### config.mk
export PLATFORM = sky130hd
export DESIGN_NAME = pipe_elastic_buffer
export DESIGN_NICKNAME = d
export VERILOG_FILES = /design/src/rtl/pipe_elastic_buffer.sv
export SDC_FILE = /design/constraint.sdc
export NUM_CORES = 1
export LEC_CHECK = 0
export CELL_PAD_IN_SITES_DETAIL_PLACEMENT = 1
export CELL_PAD_IN_SITES_GLOBAL_PLACEMENT = 2
export CORE_MARGIN = 2
export CORE_UTILIZATION = 40
export CTS_BUF_LIST = sky130_fd_sc_hd__clkbuf_4
export DETAILED_ROUTE_END_ITERATION = 10
export GPL_TIMING_DRIVEN = 0
export PLACE_DENSITY_LB_ADDON = 0.1
export SYNTH_ARGS = -nofsm -noshare
export SYNTH_HDL_FRONTEND = slang
export SYNTH_SLANG_ARGS = --single-unit
### constraint.sdc
create_clock -name clk -period 2.72 [get_ports clk]
set_input_delay 0.408 -clock clk [delete_from_list [all_inputs] [get_ports clk]]
set_output_delay 0.408 -clock clk [all_outputs]
set_load 0.01 [all_outputs]
### src/rtl/pipe_elastic_buffer.sv
// Elastic valid/ready pipeline buffer: STAGES chained register stages with
// optional per-stage skid registers, synchronous flush and registered occupancy.
module pipe_elastic_buffer #(
    parameter  int DATA_W = 32,
    parameter  int STAGES = 2,
    parameter  int SKID   = 1,
    localparam int CAP    = STAGES * (1 + SKID),
    localparam int OCC_W  = $clog2(CAP + 1)
) (
    input  logic              clk,
    input  logic              rst,
    input  logic              in_valid,
    output logic              in_ready,
    input  logic [DATA_W-1:0] in_data,
    output logic              out_valid,
    input  logic              out_ready,
    output logic [DATA_W-1:0] out_data,
    input  logic              flush,
    output logic [OCC_W-1:0]  occupancy
);

    logic [STAGES:0]   vld;
    logic [STAGES:0]   rdy;
    logic [STAGES-1:0] skid_v;
    logic [DATA_W-1:0] dat [STAGES+1];

    assign vld[0]    = in_valid;
    assign dat[0]    = in_data;
    assign in_ready  = rdy[0];
    assign out_valid = vld[STAGES];
    assign out_data  = dat[STAGES];

    // Skid stages cut the ready path at a register; pass stages ripple it.
    always_comb begin
        rdy         = '0;
        rdy[STAGES] = out_ready;
        for (int k = STAGES - 1; k >= 0; k--) begin
            if (SKID != 0) rdy[k] = ~skid_v[k];
            else           rdy[k] = ~vld[k+1] | rdy[k+1];
        end
    end

    for (genvar k = 0; k < STAGES; k++) begin : g_stage
        logic              mv_q, mv_d;
        logic [DATA_W-1:0] md_q, md_d;

        if (SKID != 0) begin : g_skid
            logic              sv_q, sv_d;
            logic [DATA_W-1:0] sd_q, sd_d;
            logic              drain;
            logic              take;

            assign drain     = mv_q & rdy[k+1];
            assign take      = vld[k] & ~sv_q;
            assign skid_v[k] = sv_q;

            always_comb begin
                mv_d = mv_q;
                md_d = md_q;
                sv_d = sv_q;
                sd_d = sd_q;
                if (drain || !mv_q) begin
                    if (sv_q) begin
                        mv_d = 1'b1;
                        md_d = sd_q;
                        sv_d = 1'b0;
                    end else begin
                        mv_d = take;
                        if (take) md_d = dat[k];
                    end
                end else if (take) begin
                    sv_d = 1'b1;
                    sd_d = dat[k];
                end
                if (flush) begin
                    mv_d = 1'b0;
                    sv_d = 1'b0;
                end
            end

            always_ff @(posedge clk or negedge rst) begin
                if (!rst) begin
                    sv_q <= 1'b0;
                    sd_q <= '0;
                end else begin
                    sv_q <= sv_d;
                    sd_q <= sd_d;
                end
            end
        end else begin : g_pass
            assign skid_v[k] = 1'b0;

            always_comb begin
                mv_d = mv_q;
                md_d = md_q;
                if (rdy[k]) begin
                    mv_d = vld[k];
                    if (vld[k]) md_d = dat[k];
                end
                if (flush) mv_d = 1'b0;
            end
        end

        always_ff @(posedge clk or negedge rst) begin
            if (!rst) begin
                mv_q <= 1'b0;
                md_q <= '0;
            end else begin
                mv_q <= mv_d;
                md_q <= md_d;
            end
        end

        assign vld[k+1] = mv_q;
        assign dat[k+1] = md_q;
    end

    logic [OCC_W-1:0] occ_q, occ_d;
    logic             in_xfer, out_xfer;

    assign in_xfer   = in_valid & in_ready;
    assign out_xfer  = out_valid & out_ready;
    assign occupancy = occ_q;

    always_comb begin
        occ_d = occ_q + OCC_W'(in_xfer) - OCC_W'(out_xfer);
        if (flush) occ_d = '0;
    end

    always_ff @(posedge clk or negedge rst) begin
        if (!rst) occ_q <= '0;
        else      occ_q <= occ_d;
    end

endmodule
# Yosys cells after proc, flatten, opt, wreduce, memory -nomap -nowiden
# Cells that the tools add are included.
# W data, S select, Z words.
[totals]
regBits = 135
inputBits = 37
out_inout_bits = 37
[op_classes]
addsub = 2
n_mux = 17
n_bitwise = 7
reduce_logical = 14
[op_table]
columns = ["op", "n"]
rows = [
  ["$mux W32", 4],
  ["$mux W1", 12],
  ["$reduce_and A2 Y1", 4],
  ["$reduce_bool A2 Y1", 4],
  ["$reduce_bool A3 Y1", 2],
  ["$not A1 Y1", 4],
  ["$add A3 B1 Y3", 1],
  ["$and A1 B1 Y1", 3],
  ["$mux W3", 1],
  ["$sub A3 B1 Y3", 1],
  ["$logic_not A1 Y1", 2],
  ["$logic_or A1 B1 Y1", 2],
]

# Longest topological paths before layout
# Gate-level depths: netlist of run 1.
[logic_depth]
ltp_word = 5
mapped_depth = 10
depth_no_buf = 9

# Least setup slack after synthesis of run 1
# Ideal clock, no wire load.
[synth_timing]
path_type = "register -> register"
start = "register g_stage[0].g_skid.sv_q"
end = "register occ_q[2], in the netlist occupancy[2]"
setup_time_ns = 0.119
arrival_ns = 1.778
required_time_ns = 2.601
path_slack_ns = 0.824
stages_incl_launch_ff = 11
path_buffers = 1
period_less_slack_ns = 1.896
cell_sequence = "dfrtp_1 buf_6 nand2b_4 ha_1 inv_1 ha_1 inv_1 fa_1 xor2_1 xnor2_1 nor2_1"
[synth_via]
elab_chain_cells = 5
[synth_lines]
columns = ["item", "line_no", "rtl"]
rows = [
  ["from (decl)", "48", "logic sv_q, sv_d;"],
  ["from (signal assigned)", "86", "sv_q <= sv_d;"],
  ["$not A1 Y1", "38", "if (SKID != 0) rdy[k] = ~skid_v[k];"],
  ["$and A1 B1 Y1", "121", "assign in_xfer = in_valid & in_ready;"],
  ["$add A3 B1 Y3", "126", "occ_d = occ_q + OCC_W'(in_xfer) - OCC_W'(out_xfer);"],
  ["$sub A3 B1 Y3", "126", ""],
  ["$mux W3", "127", "if (flush) occ_d = '0;"],
  ["via occ_d[2]", "118", "logic [OCC_W-1:0] occ_q, occ_d;"],
  ["to (signal assigned)", "131", "if (!rst) occ_q <= '0;"],
  ["to (signal assigned)", "132", "else occ_q <= occ_d;"],
  ["to (decl)", "118", ""],
]
# The timed path passes the listed nets, and every way through them passes these cells.
# A chain may end at the register's enable or synchronous reset.

# Worst setup path in the final report of run 1
[layout_timing]
start = "register g_stage[0].g_skid.sv_q"
end = "output in_ready"
[layout_via]
elab_chain_cells = 1
[layout_lines]
columns = ["item", "line_no", "rtl"]
rows = [
  ["$not A1 Y1", "38", ""],
  ["to (decl)", "13", "output logic in_ready,"],
]
# No other way between the ends.

==> results of run 1 <==
[state kept, by name (all words and copies together), names as in the netlist]
register / flops
out_valid: 1
g_stage.g_skid.sd_q: 64
g_stage.md_q: 32
g_stage.g_skid.sv_q: 2
occupancy: 3
out_data: 32
g_stage.mv_q: 1
[layout by cell type (no fill, tap or decap), drive strengths merged]
cell / Yosys / final
dlygate4sd3: 0 / 1
nor3: 2 / 2
nor2: 4 / 4
xnor2: 1 / 1
clkbuf: 5 / 24
and2: 1 / 1
buf: 19 / 21
mux2: 128 / 128
o21a: 1 / 1
a21oi: 2 / 2
nand2b: 2 / 2
fa: 1 / 1
nand2: 33 / 33
dfrtp: 135 / 135
mux2i: 32 / 32
xor2: 1 / 1
ha: 2 / 2
or2: 1 / 1
nor3b: 1 / 1
clkdlybuf4s50: 0 / 72
o2bb2ai: 1 / 1
nor2b: 1 / 1
o21ai: 32 / 32
clkinv: 0 / 10
inv: 3 / 3
[worst reg2reg max path: cells and delay by family (launching register included)]
| family | cells | cell delay, ps |
|---|---|---|
| AND/OR/NAND/NOR | 2 | 220 |
| adder cells (fa/ha/maj) | 3 | 770 |
| buffers and inverters | 3 | 280 |
| XOR/XNOR | 2 | 310 |
| flip-flops | 1 | 390 |
[worst min path at each step]
stage                             start                          to
global placement    g_stage[0].md_q[19]         g_stage[0].md_q[19]
detailed placement                  rst                out_data[29]
CTS                                 rst                out_data[29]
finish                              rst  g_stage[0].g_skid.sd_q[24]
global route                        rst  g_stage[0].g_skid.sd_q[29]
floorplan                           rst   g_stage[0].g_skid.sd_q[0]
[cells by family (layout without fill, tap and decap cells)]
logic type	Yosys count	count (layout)	share of synthesized area
buffers and inverters	27	131	0.0279
flip-flops	135	135	0.576
AO/OA/AOI/OAI	36	36	0.0318
XOR/XNOR	2	2	0.00299
AND/OR/NAND/NOR	45	45	0.0341
adder cells (fa/ha/maj)	3	3	0.00768
multiplexers	160	160	0.320
[routing by layer]
layer	global-route usage	vias up	share of wire	routed length (um)
li1	-	1620	-	-
met1	0.228	1795	0.48	5870
met2	0.272	53	0.48	5820
met3	0.0509	15	0.033	399
met4	0.0490	0	0.012	150
met5	0	-	0	0
[layout make-up]
cell class	instances	area share
buffer	23	0.0211
clock buffer	20	0.0213
clock inverter	10	0.00568
inverter	3	0.00160
multi-input combinational	246	0.329
sequential	135	0.479
tap	184	0.0326
timing repair buffer	75	0.109
[cell usage after synthesis, drive strengths merged]
cell type  number  area [sq um]
nand2          33           124
nor3b           1          12.5
inv             3          11.3
o2bb2ai         1          8.76
mux2i          32           320
nor2            4          15.0
or2             1          6.26
nand2b          2          20.0
xor2            1          8.76
buf            19           134
mux2          128          1550
o21ai          32           160
ha              2          25.0
and2            1          6.26
nor3            2          10.0
xnor2           1          8.76
fa              1          20.0
o21a            1          7.51
nor2b           1          6.26
dfrtp         135          3380
a21oi           2          10.0
clkbuf          5          18.8
[stage by stage]
stage                     power, mW  cell area (sq um)  worst slack, ps  instances  TNS, ps
after floorplan                2.91               5870              824        408        0
after global placement         3.32               6830            -4290        665  -578190
after detailed placement       3.37               6860              305        666        0
after CTS                      4.42               7050              533        696        0
after global routing           4.61               7050              498        696        0
final                          4.35               7050              608        696        0
[report_power, final]
| part | switching [mW] | leakage (nW) | internal (mW) | total (mW) |
|---|---|---|---|---|
| registers | 0.172 | 1.70 | 2.31 | 2.48 |
| clock network | 0.683 | 0.112 | 0.353 | 1.04 |
| logic | 0.302 | 1.33 | 0.525 | 0.826 |
[what timing repair did]
item	CTS	global route
hold buffers	1	0
hold endpoints to repair	66	0
setup endpoints to repair	1	0
==> impl_metrics.json, run 1 <==
{
  "grt_pass1_vias": 3887,
  "crit-reg2reg-launch": "g_stage[0].g_skid.sv_q",
  "seqCellArea_sq_um": 3380,
  "path_depth": 3,
  "routed_wl_mm": 12.2,
  "dpl.hpwl_mm": 8.10,
  "reg2reg_slack_ps": 640,
  "initial_core_util": 0.407,
  "path_buf_inv": 3,
  "fin_util": 0.489,
  "endpoint_kind": "primary output",
  "status": "finished clean",
  "worst_pin_slew_ps": 750,
  "critPathKind": "flop to primary output",
  "portBuffers": 73,
  "crit_family": "buffers and inverters",
  "clockBufferDepth": 2,
  "area_growth_pct": 20.2,
  "fin_crit_sh": 0.777,
  "finalSetupViolCount": 0,
  "die_area_sq_um": 15600,
  "required_ps": 2310,
  "syn_nets": 448,
  "hold_viol": 0,
  "maxCapViolCount": 0,
  "drive_gt1_frac": 0.338,
  "grt_overflow": 0,
  "peakVddDrop_mv": 0.365,
  "ys_warn_count": 0,
  "nets": 541,
  "p_per_area_nw_per_um2": 616,
  "clk_pin_slew_ps": 110,
  "ff2ff_path_depth": 10,
  "ios": 74,
  "fmax_ghz": 0.473,
  "wl_per_cell_um": 17.6,
  "hold_class": "input port to async pin",
  "worst_hold_slack_ps": 421,
  "crit_path_end": "in_ready",
  "drv_slew": 0,
  "grt_first_pass_wirelength_mm": 20.8,
  "drc": 0,
  "antenna_found_initial": 0,
  "cts.sinks": 135,
  "netlist_area_sq_um": 5870,
  "multiInputGateArea_sq_um": 2320,
  "clock-root-buffer": "clkbuf_4",
  "max_stage_delay_ps": 520,
  "syn_inst": 408,
  "via_per_inst": 5.00,
  "p_leak_nw": 3.14,
  "drt_iter0_markers": 144,
  "startpoint_type": "flop",
  "num_rows": 44,
  "diodes": 0,
  "h-tree-depth": 4,
  "coreArea_sq_um": 14400,
  "synthDistinctLibCells": 26,
  "skew_ps": 18.9,
  "cts_resized": 0,
  "cp_slowest_cell": "clkdlybuf4s50_1",
  "rsz0062_at_grt": "false",
  "die_w_um": 125,
  "yosysSeqAreaShare": 0.576,
  "critPathLaunch": "g_stage[0].g_skid.sv_q",
  "ys_ff_latch": 135,
  "clock_latency_ps": 550,
  "synth_area_per_cell_sq_um": 14.4,
  "cts_tree": "done",
  "grt_max_degree": 70,
  "critPathMaxFanout": 18,
  "antenna_left": 0,
  "firstDrtPassIters": 4,
  "max_slew_margin": 0.500,
  "nFillCells": 1464,
  "vias": 3483,
  "path_cells": "buf_6 > inv_1 > clkdlybuf4s50_1",
  "critPathArrivalTime_ps": 1700,
  "rr_endpoint": "occupancy[2]",
  "track_usage": 0.171,
  "die_h_um": 125,
  "post-cts-setup-buffer-count": 0,
  "cts_buffers": 17,
  "place.gp.congestion": 0.684,
  "fin_crit_ps": 2110
}
No activity file was read; power rests on OpenSTA's default activity.
==> inputs of run 2 (changes only) <==
--- a/config.mk
+++ b/config.mk
@@ -8,7 +8,7 @@
 export CELL_PAD_IN_SITES_DETAIL_PLACEMENT = 1
 export CELL_PAD_IN_SITES_GLOBAL_PLACEMENT = 2
 export CORE_MARGIN = 2
-export CORE_UTILIZATION = 40
+export CORE_UTILIZATION = 37
 export CTS_BUF_LIST = sky130_fd_sc_hd__clkbuf_4
 export DETAILED_ROUTE_END_ITERATION = 10
 export GPL_TIMING_DRIVEN = 0
==> constraint.sdc (replaced) <==
create_clock -name clk -period 1.8 [get_ports clk]
set_input_delay 0.27 -clock clk [delete_from_list [all_inputs] [get_ports clk]]
set_output_delay 0.27 -clock clk [all_outputs]
set_load 0.01 [all_outputs]
==> run 2 against run 1 <==
The flow now finishes with violations (setup timing). Sequential share of layout area shrank 1.3 points. Critical path depth grew 6. Critical endpoint is now occupancy[2]. Sequential power grew 51%. Worst setup slack lost 690 ps. Die area grew 7.8%. Total power grew 54%. First-iteration DRC count shrank 38%. Highest routed layer unchanged. Via count grew 0.37%. Critical path type is now flop to flop. Clock power grew 63%. Non-clock buffer count grew 6. Utilization shrank 2.8 points. Register-to-register slack lost 730 ps.
==> impl_metrics.json, run 2 (synthesis results as in run 1) <==
{
  "status": "finished, violations left",
  "violations": "setup timing",
  "crit-reg2reg-launch": "g_stage[0].g_skid.sv_q",
  "most-common-layout-cells": "135 x dfrtp_1, 98 x mux2_2, 59 x clkdlybuf4s50_1",
  "worst_pin_slew_ps": 676,
  "startpoint_type": "flop",
  "num_rows": 46,
  "firstDrtPassIters": 4,
  "cts_tree": "done",
  "peakVddDrop_mv": 0.335,
  "hold_class": "input port to async pin",
  "required_ps": 2210,
  "regMostFlops": "g_stage.g_skid.sd_q",
  "wl_per_cell_um": 16.9,
  "path_cells": "nand2b_4 > ha_4 > inv_4 > ha_4 > inv_2 > fa_2 > xor2_2 > xnor2_1 > nor2_1",
  "cp_slowest_cell": "dfrtp_1",
  "track_usage": 0.162,
  "crit_top_cell": "ha_4",
  "reg2reg_slack_ps": -90,
  "fmax_ghz": 0.530,
  "diodes": 0,
  "nets": 547,
  "die_w_um": 130,
  "p_leak_nw": 3.35,
  "fin_crit_ps": 1890,
  "critPathMaxFanout": 3,
  "hold_viol": 0,
  "antenna_found_initial": 0,
  "drive_gt1_frac": 0.375,
  "maxCapViolCount": 0,
  "drv_slew": 0,
  "rsz0062_at_grt": "true",
  "critPathArrivalTime_ps": 2290,
  "routed_wl_mm": 12.4,
  "grt_overflow": 0,
  "ios": 74,
  "cts.sinks": 135,
  "grt_first_pass_wirelength_mm": 20.6,
  "die_h_um": 130,
  "critPathKind": "flop to flop",
  "grt_max_degree": 71,
  "antenna_left": 0,
  "drc": 0,
  "ff2ff_path_depth": 9,
  "via_per_inst": 4.77,
  "max_stage_delay_ps": 400,
  "clockBufferDepth": 2,
  "drt_iter0_markers": 89,
  "portBuffers": 73,
  "dp_slack_ps": -477,
  "place.gp.congestion": 0.693,
  "h-tree-depth": 4,
  "max_slew_margin": 0.549,
  "cts_buffers": 17,
  "rr_endpoint": "occupancy[2]",
  "coreArea_sq_um": 15700,
  "crit_family": "adder cells",
  "finalSetupViolCount": 1,
  "power_mw": 6.70,
  "clock-root-buffer": "clkbuf_4",
  "final_common_cell": "dfrtp_1",
  "fin_crit_sh": 1.05,
  "endpoint_kind": "flop",
  "skew_ps": 14.0,
  "path_buf_inv": 2,
  "dpl.hpwl_mm": 8.07,
  "grt_pass1_vias": 3918,
  "vias": 3496,
  "area_growth_pct": 23.6,
  "clk_pin_slew_ps": 110,
  "worst_slack_ps": -86.1,
  "clock_latency_ps": 530,
  "initial_core_util": 0.373,
  "largest_reg_flops": 64,
  "die_area_sq_um": 16900,
  "p_per_area_nw_per_um2": 924
}
run 2: cell types whose count changed in the layout (fill, tap and decap cells not counted), sizes merged:
cell	change
clkdlybuf4s50	-13
dlymetal6s2s	+12
buf	+6
clkinv	-2
bufinv	+1
clkbuf	+1
run 2: cell type report:
class | instances | area, sq um
Tap cell | 216 | 270
Timing Repair Buffer | 81 | 840
Clock buffer | 20 | 150
Multi-Input combinational cell | 246 | 2370
Fill cell | 1606 | 8460
Sequential cell | 135 | 3380
Buffer | 23 | 160
Inverter | 3 | 13.8
Clock inverter | 9 | 62.6
run 2: worst max-delay path by stage:
stage,startpoint,end,slack (ps),cells past startpoint
after CTS,g_stage[0].g_skid.sv_q,occupancy[2],-100,10
final,g_stage[0].g_skid.sv_q,occupancy[2],-90,9
after global routing,g_stage[0].g_skid.sv_q,occupancy[2],-160,9
after floorplan,g_stage[0].g_skid.sv_q,occupancy[2],-30,10
after detailed placement,in_valid,g_stage[0].md_q[2],-480,5
after global placement,rst,occupancy[0],-5170,1
run 2: metrics by stage:
stage / util / TNS (ps) / hold slack, ps / instance area, sq um / std cells
final: 0.461 / -86.1 / 313 / 7250 / 733
after global placement: 0.439 / -733650 / 477 / 6890 / 697
after floorplan: - / -34.6 / -25.6 / 5890 / 408
after global routing: 0.461 / -385 / 307 / 7250 / 733
after CTS: 0.459 / -131 / 299 / 7210 / 733
after detailed placement: 0.441 / -37560 / 334 / 6920 / 698
run 2: routing by layer:
layer	wire, um	global-route usage
met1	5860	0.215
met2	6040	0.261
met3	382	0.0451
met4	97	0.0493
met5	0	0
run 2: power by group:
part / switching (mW) / leakage [nW] / internal, mW
clock: 1.01 / 0.123 / 0.677
combinational: 0.471 / 1.53 / 0.798
sequential: 0.243 / 1.70 / 3.49
run 2: repair_timing:
item / 4_1_cts / 5_1_grt
hold endpoints to repair: 69 / 0
resized for setup: 11 / 20
hold buffers: 1 / 0
buffers inserted: 5 / 1
pin swaps: 3 / 5
setup endpoints to repair: 36 / 74
run 2: worst register-to-register path, delay by kind of cell (launching register included):
family	cells	cell delay, ps
adders and majority gates	3	740
xor gates and xnor gates	2	340
and+or+nand+nor	2	220
DFF	1	400
buffers and inverters	2	80
